$ cat config.mk
export PLATFORM = sky130hd
export DESIGN_NAME = mem_port_arbiter
export DESIGN_NICKNAME = d
export VERILOG_FILES = /design/src/rtl/mem_port_arbiter_pkg.sv /design/src/rtl/mem_port_arbiter_prio_pick3.sv /design/src/rtl/mem_port_arbiter.sv
export SDC_FILE = /design/constraint.sdc
export NUM_CORES = 1
export LEC_CHECK = 0
export CORE_MARGIN = 3
export CORE_UTILIZATION = 31
export CTS_CLUSTER_SIZE = 10
export DETAILED_ROUTE_END_ITERATION = 12
export PLACE_DENSITY = 0.62
export SLEW_MARGIN = 40
export SYNTH_ARGS = -nofsm -noshare
export SYNTH_HDL_FRONTEND = slang
export SYNTH_SLANG_ARGS = --single-unit
$ cat constraint.sdc
create_clock -name clk -period 1.99 [get_ports clk]
set_input_delay 0.2985 -clock clk [delete_from_list [all_inputs] [get_ports clk]]
set_output_delay 0.2985 -clock clk [all_outputs]
set_load 0.05 [all_outputs]
$ cat src/rtl/mem_port_arbiter_pkg.sv
// Shared types and requester indices for the three-way memory port arbiter.
// The index constants also drive the shared-port 3:1 data/address mux.
package mem_port_arbiter_pkg;

    typedef enum logic {IDLE = 1'b0, BUSY = 1'b1} arb_state_t;

    typedef logic [1:0] sel_t;

    localparam sel_t SRC_FETCH = 2'd0;
    localparam sel_t SRC_LSU   = 2'd1;
    localparam sel_t SRC_DMA   = 2'd2;

    localparam int NUM_REQ = 3;

    function automatic logic [NUM_REQ-1:0] src_onehot(input sel_t idx);
        logic [NUM_REQ-1:0] v;
        v = '0;
        v[idx] = 1'b1;
        return v;
    endfunction

endpackage

$ cat src/rtl/mem_port_arbiter_prio_pick3.sv
// Combinational 3-input priority picker: LSU > fetch > DMA, unless DMA is
// promoted, in which case a pending DMA request beats everything.
module prio_pick3
    import mem_port_arbiter_pkg::*;
(
    input  logic [2:0] i_req,
    input  logic       i_promote,
    output logic [2:0] o_onehot,
    output logic [1:0] o_idx,
    output logic       o_any
);

    sel_t w_idx;

    always_comb begin
        w_idx = SRC_FETCH;
        if (i_promote && i_req[SRC_DMA])
            w_idx = SRC_DMA;
        else if (i_req[SRC_LSU])
            w_idx = SRC_LSU;
        else if (i_req[SRC_FETCH])
            w_idx = SRC_FETCH;
        else if (i_req[SRC_DMA])
            w_idx = SRC_DMA;
    end

    assign o_any    = |i_req;
    assign o_idx    = w_idx;
    assign o_onehot = o_any ? src_onehot(w_idx) : 3'b000;

endmodule

$ cat src/rtl/mem_port_arbiter.sv
// Two-state arbiter granting one of fetch / load-store / DMA the shared
// memory port, with DMA starvation promotion and back-to-back handoff.
module mem_port_arbiter
    import mem_port_arbiter_pkg::*;
#(
    parameter int DATA_WIDTH   = 32,
    parameter int STARVE_LIMIT = 8
) (
    input  logic       clk,
    input  logic       rst_n,
    input  logic [2:0] req,
    output logic [2:0] gnt,
    output logic [2:0] done,
    output logic [1:0] sel,
    output logic       mem_valid,
    input  logic       mem_ready,
    output logic       busy
);

    if (DATA_WIDTH < 1 || STARVE_LIMIT < 1 || STARVE_LIMIT > 255) begin : g_bad_param
        $error("mem_port_arbiter: illegal DATA_WIDTH or STARVE_LIMIT");
    end

    localparam logic [7:0] LIMIT = 8'(STARVE_LIMIT);

    arb_state_t r_state;
    logic [2:0] r_gnt;
    sel_t       r_sel;
    logic       r_mem_valid;
    logic       r_busy;
    logic [7:0] r_starve;

    logic [2:0] w_req_m;
    logic [2:0] w_onehot;
    logic [1:0] w_idx;
    logic       w_any;
    logic       w_promote;
    logic       w_arb;

    // The completing requester is masked so a waiting peer gets the port next.
    assign w_req_m   = (r_state == BUSY) ? (req & ~r_gnt) : req;
    assign w_promote = (r_starve == LIMIT);
    assign w_arb     = (r_state == IDLE) || (r_state == BUSY && mem_ready);

    prio_pick3 u_pick (
        .i_req     (w_req_m),
        .i_promote (w_promote),
        .o_onehot  (w_onehot),
        .o_idx     (w_idx),
        .o_any     (w_any)
    );

    always_ff @(posedge clk or negedge rst_n) begin
        if (!rst_n) begin
            r_state     <= IDLE;
            r_gnt       <= 3'b000;
            r_sel       <= SRC_FETCH;
            r_mem_valid <= 1'b0;
            r_busy      <= 1'b0;
        end else begin
            case (r_state)
                IDLE, BUSY: begin
                    if (w_arb) begin
                        if (w_any) begin
                            r_state     <= BUSY;
                            r_gnt       <= w_onehot;
                            r_sel       <= w_idx;
                            r_mem_valid <= 1'b1;
                            r_busy      <= 1'b1;
                        end else begin
                            r_state     <= IDLE;
                            r_gnt       <= 3'b000;
                            r_mem_valid <= 1'b0;
                            r_busy      <= 1'b0;
                        end
                    end
                end
                default: begin
                    r_state     <= IDLE;
                    r_gnt       <= 3'b000;
                    r_sel       <= SRC_FETCH;
                    r_mem_valid <= 1'b0;
                    r_busy      <= 1'b0;
                end
            endcase
        end
    end

    always_ff @(posedge clk or negedge rst_n) begin
        if (!rst_n)
            r_starve <= 8'd0;
        else if (!req[SRC_DMA] || r_gnt[SRC_DMA])
            r_starve <= 8'd0;
        else if (r_starve != LIMIT)
            r_starve <= r_starve + 8'd1;
    end

    assign gnt       = r_gnt;
    assign sel       = r_sel;
    assign mem_valid = r_mem_valid;
    assign busy      = r_busy;
    assign done      = r_gnt & {3{mem_ready}};

endmodule

==> impl_metrics.env, run 1 <==
export IMPL_crit_chain="clkdlybuf4s50_1"
export IMPL_firstDrtPassIters=4
export IMPL_die_x_um=55.7
export IMPL_post_drt_via_cell_ratio=5.16
export IMPL_final_hold_violation_count=0
export IMPL_drc_errors=0
export IMPL_diodes=0
export IMPL_cts_root_buf="clkbuf_4"
export IMPL_max_freq_ghz=0.539
export IMPL_post_route_cells_drive_above_1_share_pct=15.6
export IMPL_grt_usage_pct=11.2
export IMPL_clk_pin_slew_ns=0.09
export IMPL_drv_cap=0
export IMPL_vdd_drop_max_uv=393
export IMPL_gp_congestion=0.741
export IMPL_worstMarginPinSlew_ns=0.610
export IMPL_cts_tree="yes"
export IMPL_totalWireLength_mm=1.59
export IMPL_die_area_mm2=0.00310
export IMPL_insertion_delay_ns=0.27
export IMPL_critPathMaxFanout=7
export IMPL_cpPeakStageDelay_ns=0.84
export IMPL_grt_overflow_total=0
export IMPL_yosysWarnings=0
export IMPL_arrival_ns=1.56
export IMPL_die_h_um=55.7
export IMPL_max_slew_margin_rel_pct=59.2
export IMPL_cts_hold_buffers_added=0
export IMPL_fin_cells=124
export IMPL_h_tree_depth=1
export IMPL_synth_top_cell_area_share_pct=45.8
export IMPL_antenna_found_initial=0
export IMPL_setup_viol=0
export IMPL_cts_sinks=14
export IMPL_cts_made_buffers=3
export IMPL_synth_edf_count=0
export IMPL_rsz0062_at_grt="no"
export IMPL_powerDensity_mw_per_mm2=879
export IMPL_cp_startpoint="busy"
export IMPL_r2r_start="r_starve[0]"
export IMPL_worstSetupStartpointType="register"
export IMPL_status="complete, no violations"
export IMPL_worstPathRequired_ns=1.69
export IMPL_path_buf_inv=1
export IMPL_ys_flop_type="dfrtp_1"
export IMPL_slew_violations=0
export IMPL_grt_start_max_net_pins=15
export IMPL_avgSynthCellArea_um2=9.94
export IMPL_cts_setup_buffers=0
export IMPL_r2r_slack_ns=0.40
export IMPL_cts_resized=0
export IMPL_placed_cells=120
export IMPL_ys_ff_latch=14
export IMPL_cp_slowest_cell="clkdlybuf4s50_1"
export IMPL_synthCells=77
export IMPL_yosys_area_top_type="dfrtp_1"
export IMPL_num_vias=640
export IMPL_ant_nets=0
export IMPL_pin_count=16
export IMPL_cp_top_family="buffers and inverters"
export IMPL_fin_skew_ns=0.00369
export IMPL_final_nets=105
export IMPL_ys_async_sr_fraction_pct=100
export IMPL_portBuffers=15
export IMPL_hpwl_mm=1.24
export IMPL_rows=17
export IMPL_critPathKind="reg2out"
export IMPL_grt_pass1_vias=611
export IMPL_finalCriticalPeriod_ns=1.86
export IMPL_core_area_mm2=0.00228
export IMPL_drt_iter0_drc=14
export IMPL_clock_path_buffers=2
export IMPL_hp_class="in2async"
export IMPL_seq_area_frac_synth_pct=45.8
export IMPL_leakagePower_nw=0.423
export IMPL_synth_cell_type_count=32
export IMPL_finalSetupTns_ns=0
export IMPL_grt_pass1_wl_mm=2.78
export IMPL_syn_nets=85
export IMPL_synth_area_leaders="dfrtp_1 46%, a21oi_1 4.6%, and2_1 3.3%, ha_1 3.3%, nor4b_4 3.1%"
export IMPL_start_util_pct=33.6
export IMPL_routedWlPerCell_um=12.8
export IMPL_worstSetupEndpointType="primary output"
export IMPL_finalCritPeriodShare_pct=93.3
export IMPL_area_delta_synth_final_pct=33.3
export IMPL_synth_area_um2=766
-- cells by family after synthesis --
kind of cell	after synthesis	synth area share, %
adders and majority gates	2	3.27
AOI/OAI and AO/OA	22	18.8
buffers and inverters	5	2.94
and+or+nand+nor	32	27.0
DFF	14	45.8
xor gates and xnor gates	2	2.29
-- routing by layer --
layer	vias to the layer above	global-route usage [%]	part of all wire, %
met5	-	0	0
met1	310	16.0	50
met4	0	6.60	0
met3	0	1.86	4.6
met2	13	15.7	45
li1	317	-	-
-- worst paths after layout --
path | endpoint | cells past startpoint
setup reg to reg | r_starve[1] | 5
hold / removal | r_starve[7] | 1
hold reg to reg | sel[0] | 1
min in group clk | sel[0] | 1
setup / recovery | busy | 1
max in group asynchronous | r_starve[2] | 1
-- registers in the layout, indices dropped and copies added (netlist names) --
register,flops
gnt,3
r_starve,8
sel,2
busy,1
-- area by class of cell --
| type | count | area, um2 |
|---|---|---|
| fill | 222 | 1250 |
| multi-input combinational | 58 | 393 |
| sequential | 14 | 350 |
| timing repair buffer | 17 | 195 |
| clock buffer | 4 | 36.3 |
| tap | 28 | 35.0 |
| inverter | 3 | 11.3 |
-- cell usage after synthesis, drive strengths merged, types with 2 or more instances --
| library cell | count |
|---|---|
| nand2b | 2 |
| a22o | 2 |
| xor2 | 2 |
| or3 | 3 |
| o21ai | 4 |
| ha | 2 |
| a21oi | 7 |
| and2 | 4 |
| nand2 | 6 |
| o31ai | 2 |
| a21boi | 3 |
| nor3 | 2 |
| nand3 | 5 |
| inv | 3 |
| nor2 | 3 |
| dfrtp | 14 |
-- cells in the final DEF, fill, tap and decap left out, drive strengths merged --
cell,count
a211o,1
or3,3
nand2b,2
or2,1
dfrtp,14
nor3b,1
or4,1
o21ai,4
a32o,1
nand3,5
a31oi,1
nor4b,1
inv,3
nor3,2
ha,2
o31ai,2
a21oi,7
xor2,2
nor2b,1
a22o,2
a2bb2oi,1
nor2,3
or4b,1
and2,4
clkbuf,4
buf,5
nand2,6
or3b,1
clkdlybuf4s50,12
a21boi,3
-- report_power, final --
group | leakage, nW | switching (mW) | total (mW) | internal (mW)
registers | 0.183 | 0.0360 | 0.352 | 0.316
logic | 0.219 | 0.203 | 0.345 | 0.142
clock network | 0.0210 | 0.0893 | 0.200 | 0.111
-- per-stage QoR --
step	utilization (%)	setup WS, ns	hold WS (ns)	total power [mW]	instance area [um2]
finish	44.9	0.134	0.399	0.898	1020
global route	44.9	0.0791	0.436	0.955	1020
CTS	44.9	0.124	0.418	0.910	1020
detailed placement	43.3	0.290	0.514	0.704	985
global placement	43.3	0.318	0.509	0.703	985
floorplan	-	0.284	0.00291	0.568	766
(Power assumes the default switching activity.)
==> inputs of run 2 (changes only) <==
==> constraint.sdc (replaced) <==
create_clock -name clk -period 2.3 [get_ports clk]
set_input_delay 0.345 -clock clk [delete_from_list [all_inputs] [get_ports clk]]
set_output_delay 0.345 -clock clk [all_outputs]
set_load 0.05 [all_outputs]
==> impl_metrics.env, run 2 (same netlist as run 1, synthesis figures left out) <==
export IMPL_final_hold_violation_count=0
export IMPL_ant_nets=0
export IMPL_worstReg2RegEnd="gnt[0]"
export IMPL_diodes=0
export IMPL_clk_pin_slew_ns=0.08
export IMPL_leakagePower_nw=0.401
export IMPL_worstSetupStartpointType="register"
export IMPL_area_delta_synth_final_pct=25.7
export IMPL_status="complete, no violations"
export IMPL_cp_slowest_cell="clkdlybuf4s50_1"
export IMPL_finalSetupTns_ns=0
export IMPL_combPwrFrac_pct=38.6
export IMPL_h_tree_depth=1
export IMPL_drt_iter0_drc=17
export IMPL_finalCriticalPeriod_ns=1.90
export IMPL_final_nets=104
export IMPL_die_x_um=55.7
export IMPL_swShare_pct=39.0
export IMPL_r2r_start="r_starve[0]"
export IMPL_dpl_instance_area_um2=940
export IMPL_max_freq_ghz=0.525
export IMPL_insertion_delay_ns=0.28
export IMPL_cp_depth=1
export IMPL_rsz0062_at_grt="no"
export IMPL_cts_made_buffers=3
export IMPL_fin_skew_ns=0.00109
export IMPL_critPathKind="reg2out"
export IMPL_start_util_pct=33.6
export IMPL_worstPathRequired_ns=1.96
export IMPL_die_area_mm2=0.00310
export IMPL_p_int_mw=0.438
export IMPL_routedWlPerCell_um=13.2
export IMPL_cts_tree="yes"
export IMPL_setup_viol=0
export IMPL_finalCritPeriodShare_pct=82.8
export IMPL_hpwl_mm=1.23
export IMPL_max_slew_margin_rel_pct=57.0
export IMPL_critPathMaxFanout=7
export IMPL_cts_sinks=14
export IMPL_crit_chain="clkdlybuf4s50_1"
export IMPL_drv_cap=0
export IMPL_design_area_um2=962
export IMPL_powerDensity_mw_per_mm2=746
export IMPL_cp_top_family="buffers and inverters"
export IMPL_num_vias=618
export IMPL_portBuffers=15
export IMPL_cts_resized=0
export IMPL_path_buf_inv=1
export IMPL_r2r_slack_ns=0.63
export IMPL_cpPeakStageDelay_ns=0.84
export IMPL_post_drt_via_cell_ratio=5.07
export IMPL_cts_setup_buffers=0
export IMPL_holdWs_ns=0.457
export IMPL_vdd_drop_max_uv=340
export IMPL_clock_power_share_pct=19.2
export IMPL_rows=17
export IMPL_grt_pass1_wl_mm=2.70
export IMPL_top_register="r_starve"
export IMPL_reg2reg_depth=5
export IMPL_final_cell_mix="14 x dfrtp_1, 12 x clkdlybuf4s50_1, 7 x a21oi_1"
export IMPL_core_area_mm2=0.00228
export IMPL_gp_congestion=0.779
export IMPL_cts_root_buf="clkbuf_4"
export IMPL_post_route_cells_drive_above_1_share_pct=13.8
export IMPL_slew_violations=0
export IMPL_final_common_cell="dfrtp_1"
export IMPL_grt_start_max_net_pins=15
export IMPL_cts_hold_buffers_added=0
export IMPL_finalCoreUtilization_pct=42.3
export IMPL_worstMarginPinSlew_ns=0.642
export IMPL_power_switching_mw=0.280
export IMPL_worstSetupEndpointType="primary output"
export IMPL_clock_path_buffers=2
export IMPL_die_h_um=55.7
export IMPL_totalWireLength_mm=1.61
export IMPL_firstDrtPassIters=4
export IMPL_p_seq_share_pct=42.2
export IMPL_pin_count=16
export IMPL_hp_class="in2async"
export IMPL_arrival_ns=1.56
export IMPL_largest_reg_flops=8
export IMPL_drc_errors=0
export IMPL_grt_overflow_total=0
export IMPL_grt_usage_pct=10.7
export IMPL_antenna_found_initial=0
export IMPL_grt_pass1_vias=590
run 2: cell types whose count changed in the layout (fill, tap and decap cells not counted):
| cell | previous run | this run |
|---|---|---|
| buf_12 | 3 | 0 |
| buf_4 | 2 | 4 |
| clkbuf_8 | 1 | 0 |
run 2: worst max path at each step:
stage / start / endpoint / slack [ns]
detailed placement: req[1] / busy / 0.54
finish: busy / busy / 0.40
global route: busy / busy / 0.34
floorplan: busy / busy / 0.59
CTS: busy / busy / 0.38
global placement: req[1] / busy / 0.58
run 2: layout make-up:
type | count | area [um2]
fill | 222 | 1310
clock buffer | 3 | 22.5
multi-input combinational | 58 | 393
sequential | 14 | 350
tap | 28 | 35.0
inverter | 3 | 11.3
timing repair buffer | 16 | 150
run 2: through the flow:
stage / cells / power, mW / worst slack [ns]
2_1_floorplan: 77 / 0.491 / 0.594
3_3_place_gp: 119 / 0.584 / 0.583
3_5_place_dp: 119 / 0.585 / 0.538
4_1_cts: 122 / 0.722 / 0.383
5_1_grt: 122 / 0.755 / 0.336
6_report: 122 / 0.718 / 0.396
run 2: metal layers:
layer	GRT usage, %	part of all wire (%)
met4	5.21	1.1
met2	15.5	46
met5	0	0
met3	1.62	2.1
met1	15.2	50
run 2: power groups by stage:
stage | clock network, mW | logic (mW) | registers [mW]
2_1_floorplan | 0 | 0.116 | 0.375
3_3_place_gp | 0 | 0.274 | 0.310
3_5_place_dp | 0 | 0.277 | 0.308
4_1_cts | 0.140 | 0.278 | 0.304
5_1_grt | 0.151 | 0.295 | 0.309
6_report | 0.138 | 0.277 | 0.303
